[src/rtl/gate_ctrl_pkg.sv]
// Shared types and default constants for the single-lane parking gate controller.
// The controller and its timer import everything from here.
package gate_ctrl_pkg;

    localparam int unsigned OPEN_CYCLES_DEF  = 32'd4;
    localparam int unsigned PASS_TIMEOUT_DEF = 32'd16;
    localparam int unsigned CLOSE_CYCLES_DEF = 32'd4;
    localparam int unsigned CAPACITY_DEF     = 32'd9;

    typedef enum logic [2:0] {
        ST_IDLE   = 3'd0,
        ST_OPEN   = 3'd1,
        ST_PASS   = 3'd2,
        ST_COMMIT = 3'd3,
        ST_CLOSE  = 3'd4
    } gate_state_t;

    typedef enum logic {
        DIR_ENTRY = 1'b0,
        DIR_EXIT  = 1'b1
    } gate_dir_t;

    function automatic int unsigned max3(input int unsigned a, input int unsigned b,
                                         input int unsigned c);
        int unsigned m;
        m = a;
        if (b > m) m = b;
        if (c > m) m = c;
        return m;
    endfunction

    // A state lasting N cycles loads N-1 so that done is seen in its last cycle.
    function automatic int unsigned load_count(input int unsigned cycles);
        return (cycles > 32'd0) ? (cycles - 32'd1) : 32'd0;
    endfunction

endpackage

[src/rtl/gate_controller_cycle_timer.sv]
// Loadable, saturating down-counter; done is high while the count sits at zero.
// Shared by every timed state of the gate controller.
module cycle_timer
    import gate_ctrl_pkg::*;
#(
    parameter int unsigned WIDTH = 32'd5
) (
    input  logic             clk,
    input  logic             rst,
    input  logic             load,
    input  logic [WIDTH-1:0] load_value,
    output logic             done
);

    localparam logic [WIDTH-1:0] ZERO = {WIDTH{1'b0}};
    localparam logic [WIDTH-1:0] ONE  = WIDTH'(1'b1);

    logic [WIDTH-1:0] count_r;
    logic [WIDTH-1:0] count_next_s;
    logic             done_r;

    // Next count: reload on request, otherwise step down and stick at zero.
    always_comb begin
        count_next_s = count_r;
        if (load) begin
            count_next_s = load_value;
        end else if (count_r != ZERO) begin
            count_next_s = count_r - ONE;
        end else begin
            count_next_s = ZERO;
        end
    end

    // Count and done flag registers.
    always_ff @(posedge clk) begin
        if (rst) begin
            count_r <= ZERO;
            done_r  <= 1'b1;
        end else begin
            count_r <= count_next_s;
            done_r  <= (count_next_s == ZERO);
        end
    end

    assign done = done_r;

endmodule

[src/rtl/gate_controller.sv]
// Shared-barrier gate controller: arbitrates entry/exit requests, sequences the
// barrier through OPEN/PASS/COMMIT/CLOSE and reports committed cars to the park system.
module gate_controller
    import gate_ctrl_pkg::*;
#(
    parameter int unsigned OPEN_CYCLES  = OPEN_CYCLES_DEF,
    parameter int unsigned PASS_TIMEOUT = PASS_TIMEOUT_DEF,
    parameter int unsigned CLOSE_CYCLES = CLOSE_CYCLES_DEF,
    parameter int unsigned CAPACITY     = CAPACITY_DEF
) (
    input  logic       clk,
    input  logic       rst,
    input  logic       entry_req,
    input  logic       exit_req,
    input  logic       pass_sensor,
    input  logic       parking_full,
    input  logic [3:0] free_spots,
    output logic       car_in,
    output logic       car_out,
    output logic       barrier_up,
    output logic       entry_grant,
    output logic       exit_grant,
    output logic       timeout_err
);

    localparam int unsigned TIMER_W =
        $clog2(max3(OPEN_CYCLES, PASS_TIMEOUT, CLOSE_CYCLES)) + 32'd1;

    localparam logic [TIMER_W-1:0] OPEN_LOAD  = TIMER_W'(load_count(OPEN_CYCLES));
    localparam logic [TIMER_W-1:0] PASS_LOAD  = TIMER_W'(load_count(PASS_TIMEOUT));
    localparam logic [TIMER_W-1:0] CLOSE_LOAD = TIMER_W'(load_count(CLOSE_CYCLES));
    localparam logic [3:0]         CAPACITY_W = 4'(CAPACITY);

    gate_state_t        state_r;
    gate_state_t        state_next_s;
    gate_dir_t          active_dir_r;
    gate_dir_t          last_served_r;
    gate_dir_t          grant_dir_s;
    gate_dir_t          dir_next_s;
    logic               grant_valid_s;
    logic               sensor_d_r;
    logic               fall_s;
    logic               entry_ok_s;
    logic               exit_ok_s;
    logic               timer_load_s;
    logic [TIMER_W-1:0] timer_value_s;
    logic               timer_done_s;

    logic car_in_s, car_out_s, barrier_up_s, entry_grant_s, exit_grant_s, timeout_err_s;
    logic car_in_r, car_out_r, barrier_up_r, entry_grant_r, exit_grant_r, timeout_err_r;

    assign entry_ok_s = entry_req & ~parking_full;
    assign exit_ok_s  = exit_req & (free_spots < CAPACITY_W);
    assign fall_s     = sensor_d_r & ~pass_sensor;

    // State register.
    always_ff @(posedge clk) begin
        if (rst) begin
            state_r <= ST_IDLE;
        end else begin
            state_r <= state_next_s;
        end
    end

    // Next-state logic including round-robin arbitration in IDLE.
    always_comb begin
        state_next_s  = state_r;
        grant_valid_s = 1'b0;
        grant_dir_s   = DIR_ENTRY;
        case (state_r)
            ST_IDLE: begin
                if (entry_ok_s && exit_ok_s) begin
                    grant_valid_s = 1'b1;
                    grant_dir_s   = (last_served_r == DIR_EXIT) ? DIR_ENTRY : DIR_EXIT;
                end else if (entry_ok_s) begin
                    grant_valid_s = 1'b1;
                    grant_dir_s   = DIR_ENTRY;
                end else if (exit_ok_s) begin
                    grant_valid_s = 1'b1;
                    grant_dir_s   = DIR_EXIT;
                end else begin
                    grant_valid_s = 1'b0;
                end
                state_next_s = grant_valid_s ? ST_OPEN : ST_IDLE;
            end
            ST_OPEN: begin
                state_next_s = timer_done_s ? ST_PASS : ST_OPEN;
            end
            ST_PASS: begin
                // A falling edge in the final window cycle still wins over the timeout.
                if (fall_s) begin
                    state_next_s = ST_COMMIT;
                end else if (timer_done_s) begin
                    state_next_s = ST_CLOSE;
                end else begin
                    state_next_s = ST_PASS;
                end
            end
            ST_COMMIT: begin
                state_next_s = ST_CLOSE;
            end
            ST_CLOSE: begin
                state_next_s = timer_done_s ? ST_IDLE : ST_CLOSE;
            end
            default: begin
                state_next_s = ST_IDLE;
            end
        endcase
    end

    // Timer reload on every state entry.
    always_comb begin
        timer_load_s = (state_next_s != state_r);
        case (state_next_s)
            ST_OPEN:  timer_value_s = OPEN_LOAD;
            ST_PASS:  timer_value_s = PASS_LOAD;
            ST_CLOSE: timer_value_s = CLOSE_LOAD;
            default:  timer_value_s = {TIMER_W{1'b0}};
        endcase
    end

    cycle_timer #(
        .WIDTH(TIMER_W)
    ) u_timer (
        .clk       (clk),
        .rst       (rst),
        .load      (timer_load_s),
        .load_value(timer_value_s),
        .done      (timer_done_s)
    );

    // Direction bookkeeping and pass_sensor edge register.
    always_ff @(posedge clk) begin
        if (rst) begin
            active_dir_r  <= DIR_ENTRY;
            last_served_r <= DIR_EXIT;
            sensor_d_r    <= 1'b0;
        end else begin
            sensor_d_r <= pass_sensor;
            if (grant_valid_s) begin
                active_dir_r <= grant_dir_s;
            end
            if (state_r == ST_COMMIT) begin
                last_served_r <= active_dir_r;
            end
        end
    end

    // Output decode from the next state so the registered outputs line up with the state.
    always_comb begin
        car_in_s      = 1'b0;
        car_out_s     = 1'b0;
        barrier_up_s  = 1'b0;
        entry_grant_s = 1'b0;
        exit_grant_s  = 1'b0;
        timeout_err_s = 1'b0;
        if (grant_valid_s) begin
            dir_next_s = grant_dir_s;
        end else begin
            dir_next_s = active_dir_r;
        end
        case (state_next_s)
            ST_OPEN, ST_PASS: begin
                barrier_up_s  = 1'b1;
                entry_grant_s = (dir_next_s == DIR_ENTRY);
                exit_grant_s  = (dir_next_s == DIR_EXIT);
            end
            ST_COMMIT: begin
                barrier_up_s  = 1'b1;
                entry_grant_s = (dir_next_s == DIR_ENTRY);
                exit_grant_s  = (dir_next_s == DIR_EXIT);
                car_in_s      = (dir_next_s == DIR_ENTRY);
                car_out_s     = (dir_next_s == DIR_EXIT);
            end
            ST_CLOSE: begin
                entry_grant_s = (dir_next_s == DIR_ENTRY);
                exit_grant_s  = (dir_next_s == DIR_EXIT);
                timeout_err_s = (state_r == ST_PASS);
            end
            ST_IDLE: begin
                barrier_up_s = 1'b0;
            end
            default: begin
                barrier_up_s = 1'b0;
            end
        endcase
    end

    // Output registers.
    always_ff @(posedge clk) begin
        if (rst) begin
            car_in_r      <= 1'b0;
            car_out_r     <= 1'b0;
            barrier_up_r  <= 1'b0;
            entry_grant_r <= 1'b0;
            exit_grant_r  <= 1'b0;
            timeout_err_r <= 1'b0;
        end else begin
            car_in_r      <= car_in_s;
            car_out_r     <= car_out_s;
            barrier_up_r  <= barrier_up_s;
            entry_grant_r <= entry_grant_s;
            exit_grant_r  <= exit_grant_s;
            timeout_err_r <= timeout_err_s;
        end
    end

    assign car_in      = car_in_r;
    assign car_out     = car_out_r;
    assign barrier_up  = barrier_up_r;
    assign entry_grant = entry_grant_r;
    assign exit_grant  = exit_grant_r;
    assign timeout_err = timeout_err_r;

endmodule

[config.mk]
export PLATFORM = sky130hd
export DESIGN_NAME = gate_controller
export DESIGN_NICKNAME = d
export VERILOG_FILES = /design/src/rtl/gate_ctrl_pkg.sv /design/src/rtl/gate_controller_cycle_timer.sv /design/src/rtl/gate_controller.sv
export SDC_FILE = /design/constraint.sdc
export NUM_CORES = 1
export LEC_CHECK = 0
export CORE_ASPECT_RATIO = 1.2
export CORE_MARGIN = 2
export CORE_UTILIZATION = 45
export DETAILED_ROUTE_END_ITERATION = 7
export PLACE_DENSITY = 0.78
export SYNTH_ARGS = -nofsm -noshare
export SYNTH_HDL_FRONTEND = slang
export SYNTH_HIERARCHICAL = 1
export SYNTH_SLANG_ARGS = --single-unit
export TNS_END_PERCENT = 20
[constraint.sdc]
create_clock -name clk -period 1.8 [get_ports clk]
set_input_delay 0.36 -clock clk [delete_from_list [all_inputs] [get_ports clk]]
set_output_delay 0.36 -clock clk [all_outputs]
set_load 0.05 [all_outputs]
# Word-level counts from Yosys, hierarchy flattened
# Cells that the tools add are included.
classes:
  add_sub_neg: 1
  magnitude_cmp: 1
  eq_ne: 9
  n_mux: 20
  bitwise: 9
  n_reduce_logical: 10
ops:
  columns: ["cell", "n"]
  rows:
  - ["$pmux 3 s5", 1]
  - ["$eq 3x2->1 const B", 4]
  - ["$mux 1", 12]
  - ["$mux 5", 2]
  - ["$mux 3", 3]
  - ["$pmux 4 s2", 1]
  - ["$reduce_or 2->1", 4]
  - ["$eq 3x1->1 const B", 2]
  - ["$eq 3x3->1 const B", 2]
  - ["$not 1->1", 6]
  - ["$logic_not 5->1", 1]
  - ["$reduce_bool 5->1", 1]
  - ["$sub 5x1->5 const B", 1]
  - ["$lt 4x4->1 const B", 1]
  - ["$reduce_or 4->1", 1]
  - ["$and 1x1->1", 3]
  - ["$logic_not 3->1", 1]
  - ["$ne 3x3->1", 1]
  - ["$reduce_or 3->1", 1]
  - ["$mux 2", 1]
  - ["$logic_and 1x1->1", 1]
word_totals:
  regBits: 18
  word_cells: 62

# Depth between registers and ports, before layout
depth:
  word_depth: 13
  mapped_depth: 9

# Hierarchy
# Netlist, hierarchy kept.
by_module_without_submodules:
  columns: ["mod", "instances", "cells_per_inst", "area_each_um2", "seq_area_each_um2"]
  rows:
  - ["gate_controller", 1, 68, 595.6, 240.2]
  - ["cycle_timer", 1, 37, 324.1, 120.1]

# Least setup slack after synthesis
# No wires, ideal clock.
synth_timing:
  path_kind: "input-to-reg"
  start: "input free_spots[2]"
  end: "register u_timer.done_r, in the netlist u_timer/done"
  arrival_ns: 1.717
  setup_slack_ns: -0.033
  stages: 8
  n_path_buf: 1
  cell_sequence: "o31ai_1 and2_1 o21ai_1 a22oi_1 buf_2 a21oi_1 a22o_1 a41o_1"
synth_between:
  word_cells_on_any_way: 17
synth_rtl:
  columns: ["item", "line", "text"]
  rows:
  - ["start: declaration", "gate_controller.sv:17", "input logic [3:0] free_spots,"]
  - ["$lt 4x4->1 *", "gate_controller.sv:53", "assign exit_ok_s = exit_req & (free_spots < CAPACITY_W);"]
  - ["$and 1x1->1 *", "gate_controller.sv:53", null]
  - ["$mux 1", "gate_controller.sv:78", "end else if (exit_ok_s) begin"]
  - ["$mux 1", "gate_controller.sv:75", "end else if (entry_ok_s) begin"]
  - ["$mux 1 *", "gate_controller.sv:72", "if (entry_ok_s && exit_ok_s) begin"]
  - ["$mux 1 *", "gate_controller.sv:70", "case (state_r)"]
  - ["$mux 1 *", "gate_controller.sv:84", "state_next_s = grant_valid_s ? ST_OPEN : ST_IDLE;"]
  - ["$pmux 3 s5 *", "gate_controller.sv:70", null]
  - ["$ne 3x3->1 *", "gate_controller.sv:113", "timer_load_s = (state_next_s != state_r);"]
  - ["via timer_load_s", "gate_controller.sv:45", "logic timer_load_s;"]
  - ["$mux 5 *", "gate_controller_cycle_timer.sv:25", "if (load) begin"]
  - ["$logic_not 5->1 *", "gate_controller_cycle_timer.sv:41", "done_r <= (count_next_s == ZERO);"]
  - ["end signal: assignment", "gate_controller_cycle_timer.sv:41", null]
  - ["end: declaration", "gate_controller_cycle_timer.sv:20", "logic done_r;"]
# The timed path passes the listed nets; every way through them passes the cells marked *. The select of a mux whose other input is x is not followed.
# A chain may end at the register's enable or synchronous reset.

# Final worst setup path
layout_timing:
  start: "input pass_sensor"
  end: "register u_timer.done_r, in the netlist u_timer/done"
layout_between:
  word_cells_on_any_way: 12
layout_rtl:
  columns: ["item", "line", "text"]
  rows:
  - ["start: declaration", "gate_controller.sv:15", "input logic pass_sensor,"]
  - ["$not 1->1", "gate_controller.sv:54", "assign fall_s = sensor_d_r & ~pass_sensor;"]
  - ["$and 1x1->1", "gate_controller.sv:54", null]
  - ["$mux 3", "gate_controller.sv:91", "if (fall_s) begin"]
  - ["$pmux 3 s5", "gate_controller.sv:70", null]
  - ["$ne 3x3->1", "gate_controller.sv:113", null]
  - ["via timer_load_s", "gate_controller.sv:45", null]
  - ["$mux 5", "gate_controller_cycle_timer.sv:25", null]
  - ["$logic_not 5->1", "gate_controller_cycle_timer.sv:41", null]
# The timed path passes the listed nets, and every way through them passes these cells.

==> flow_summary.json <==
{
  "netlist_area_um2": 920,
  "r2r-end": "u_timer/count_r[1]$_SDFF_PP0_",
  "cp-end-kind": "flip-flop",
  "required_ns": 2.00,
  "dr.pass1.iters": 4,
  "cp.arrival_ns": 1.95,
  "rsz0062_at_grt": "yes",
  "post_drt_wl_per_cell_um": 13.5,
  "fill_cells": 158,
  "ys_ff_latch": 18,
  "die-area_um2": 2420,
  "start_util_pct": 48.6,
  "antennaDiodeCount": 0,
  "clockRootBuffer": "clkbuf_4",
  "gr-total-overflow": 0,
  "antenna_left": 0,
  "critPathLaunchType": "input port",
  "syn_nets": 116,
  "synthCells": 105,
  "htreeDepth": 1,
  "holdWs_ns": 0.510,
  "postRouteWirelength_um": 2080,
  "critPathKind": "input port to flip-flop",
  "drv_cap": 0,
  "r2r-start": "state_r[2]$_SDFF_PP0_",
  "slowest_stage": "clkdlybuf4s50_1",
  "swShare_pct": 35.1,
  "drive_above_1_share_pct": 28.1,
  "place_congestion": 0.824,
  "final_cells": 154,
  "netlist-cell-type-count": 41,
  "drv_slew": 0,
  "rows": 17,
  "status": "finished, final reports clean",
  "antenna_found_initial": 0,
  "via_per_inst": 5.66,
  "hold_class": "flip-flop to flip-flop",
  "cts_hold_buf": 0,
  "synth_edf_count": 0,
  "cts_tree": "yes",
  "die_y_um": 53.5,
  "ys_warn_count": 6,
  "io_pins": 16,
  "vdd_drop_max_mv": 0.702,
  "min_period_ns": 1.75,
  "setup_violations": 0,
  "cp_slowest_stage_delay_ns": 0.46,
  "synth_area_per_cell_um2": 8.76,
  "endpoint": "u_timer/done$_SDFF_PP1_",
  "p_leak_uw": 0.000523,
  "power_uw": 1430,
  "clock_skew_ns": 0.00684,
  "path_clk_slew_ns": 0.11,
  "cts_buffers": 3,
  "die_w_um": 45.3,
  "route.vias.total": 871,
  "clkSinkCount": 18,
  "async_reset_ff_share_pct": 0,
  "r2r_cells": 9,
  "startpoint": "pass_sensor",
  "p_switching_uw": 500,
  "cts_buffer_depth": 2,
  "syn_to_final_growth_pct": 32.0,
  "clockPowerShare_pct": 17.7,
  "power_density_nw_per_um2": 1170,
  "clock_latency_ns": 0.29,
  "track_usage_pct": 19.8,
  "period_share_pct": 97.1,
  "dp_cells": 147,
  "grt_pass1_wl_um": 3530,
  "nets": 147,
  "drc_errors": 0,
  "yosysSeqAreaShare_pct": 39.2,
  "grt_max_degree": 11,
  "fmax_ghz": 0.572,
  "p_comb_share_pct": 46.1,
  "core_um2": 1890,
  "critical_path.cell_chain": "clkdlybuf4s50_1 -> nand2b_1 -> a21oi_1 -> nor2_1 -> a22oi_1 -> buf_4 -> a21o_1 -> o21a_1 -> a41o_1",
  "hold_viol_final": 0,
  "critPathMaxFanout": 6,
  "dpl.hpwl_um": 1560,
  "power_frac_seq_pct": 36.1,
  "r2r_setup_slack_ns": 0.12,
  "power.internal_uw": 925,
  "grt_pass1_vias": 886,
  "drtIter0Drc": 19,
  "min_path_cells": 2,
  "port_buffers": 15,
  "synth_ff_type": "dfxtp_1"
}
timing repair:
item,CTS,global route
pin swaps,7,1
buffers inserted,3,0
gates resized for setup,6,0
setup endpoints to repair,4,2
critical path, delay by kind of cell:
family                 cells  cell delay (ns)
buffers and inverters      2             0.63
AO/OA/AOI/OAI              5             0.73
AND/OR/NAND/NOR            2             0.23
flip-flops by register name, indices dropped and copies added, names as in the netlist:
register,cells
exit_grant,1
entry_grant,1
active_dir_r,1
timeout_err,1
car_out,1
barrier_up,1
state_r,3
u_timer/done,1
sensor_d_r,1
car_in,1
u_timer/count_r,5
last_served_r,1
worst min path at each step:
stage | endpoint | startpoint | slack (ns)
global placement | last_served_r$_SDFFE_PP1N_ | last_served_r$_SDFFE_PP1N_ | 0.46
detailed placement | last_served_r$_SDFFE_PP1N_ | last_served_r$_SDFFE_PP1N_ | 0.48
finish | last_served_r$_SDFFE_PP1N_ | last_served_r$_SDFFE_PP1N_ | 0.51
global route | last_served_r$_SDFFE_PP1N_ | active_dir_r$_SDFF_PP0_ | 0.54
CTS | last_served_r$_SDFFE_PP1N_ | last_served_r$_SDFFE_PP1N_ | 0.51
floorplan | u_timer/count_r[0]$_SDFF_PP0_ | rst | 0.43
cell usage in the layout (no fill, tap or decap), types with 2 or more instances in the layout:
cell type,Yosys,final
clkbuf_4,0,3
nand2b_1,6,6
nor4_1,2,2
and2_4,1,2
a22oi_1,2,2
dlygate4sd2_1,0,4
a2bb2oi_1,2,2
nor2b_1,6,6
o31ai_2,1,2
inv_1,5,5
o21ai_0,3,3
mux2i_1,2,2
dfxtp_1,18,18
buf_4,0,23
clkdlybuf4s50_1,0,5
a21oi_1,8,8
o21a_1,3,3
nor2_1,13,13
nor3_1,3,3
Yosys cell counts, types with 2 or more instances:
master | n | area [um2]
dfxtp_1 | 18 | 360
nor2_1 | 13 | 48.8
a21oi_1 | 8 | 40.0
nand2b_1 | 6 | 37.5
nor2b_1 | 6 | 37.5
inv_1 | 5 | 18.8
buf_2 | 4 | 20.0
nor3_1 | 3 | 15.0
o21a_1 | 3 | 22.5
o21ai_0 | 3 | 15.0
a22oi_1 | 2 | 15.0
a2bb2oi_1 | 2 | 17.5
and2_1 | 2 | 12.5
mux2i_1 | 2 | 20.0
nor4_1 | 2 | 12.5
layout make-up:
type / count / area, um2 / area share [%]
inverters: 5 / 18.8 / 1.55
clock buffers: 4 / 36.3 / 2.99
well taps: 19 / 23.8 / 1.96
flip-flops and latches: 18 / 360 / 29.7
multi-input cells: 76 / 517 / 42.6
repair buffers: 32 / 258 / 21.2
layer usage:
layer	share of wire, %	global-route usage (%)
met1	40	19.9
met2	54	37.1
met3	4.4	4.44
met4	2.1	9.80
met5	0	0
through the flow:
step / instance area (um2) / TNS (ns) / utilization, % / setup slack, ns
CTS: 1210 / 0 / 64.1 / 0.0605
floorplan: 926 / 0 / - / 0.00927
global placement: 1150 / -1.74 / 60.9 / -0.420
finish: 1210 / 0 / 64.1 / 0.0515
detailed placement: 1150 / -2.23 / 60.9 / -0.506
global route: 1210 / -0.0207 / 64.1 / -0.0127
cells by family after synthesis:
family	share of synthesized area, %
simple gates	26.4
compound gates	24.6
flops	39.2
buf+inv	5.85
mux	2.18
fa+ha+maj	1.36
other cells	0.408
power by group through the flow:
stage	Sequential, uW	Clock [uW]	Combinational (uW)
2_1_floorplan	535	0	419
3_5_place_dp	523	0	607
5_1_grt	523	278	722
6_report	515	252	658
4_1_cts	514	257	651
3_3_place_gp	520	0	584
(Power assumes the default switching activity.)
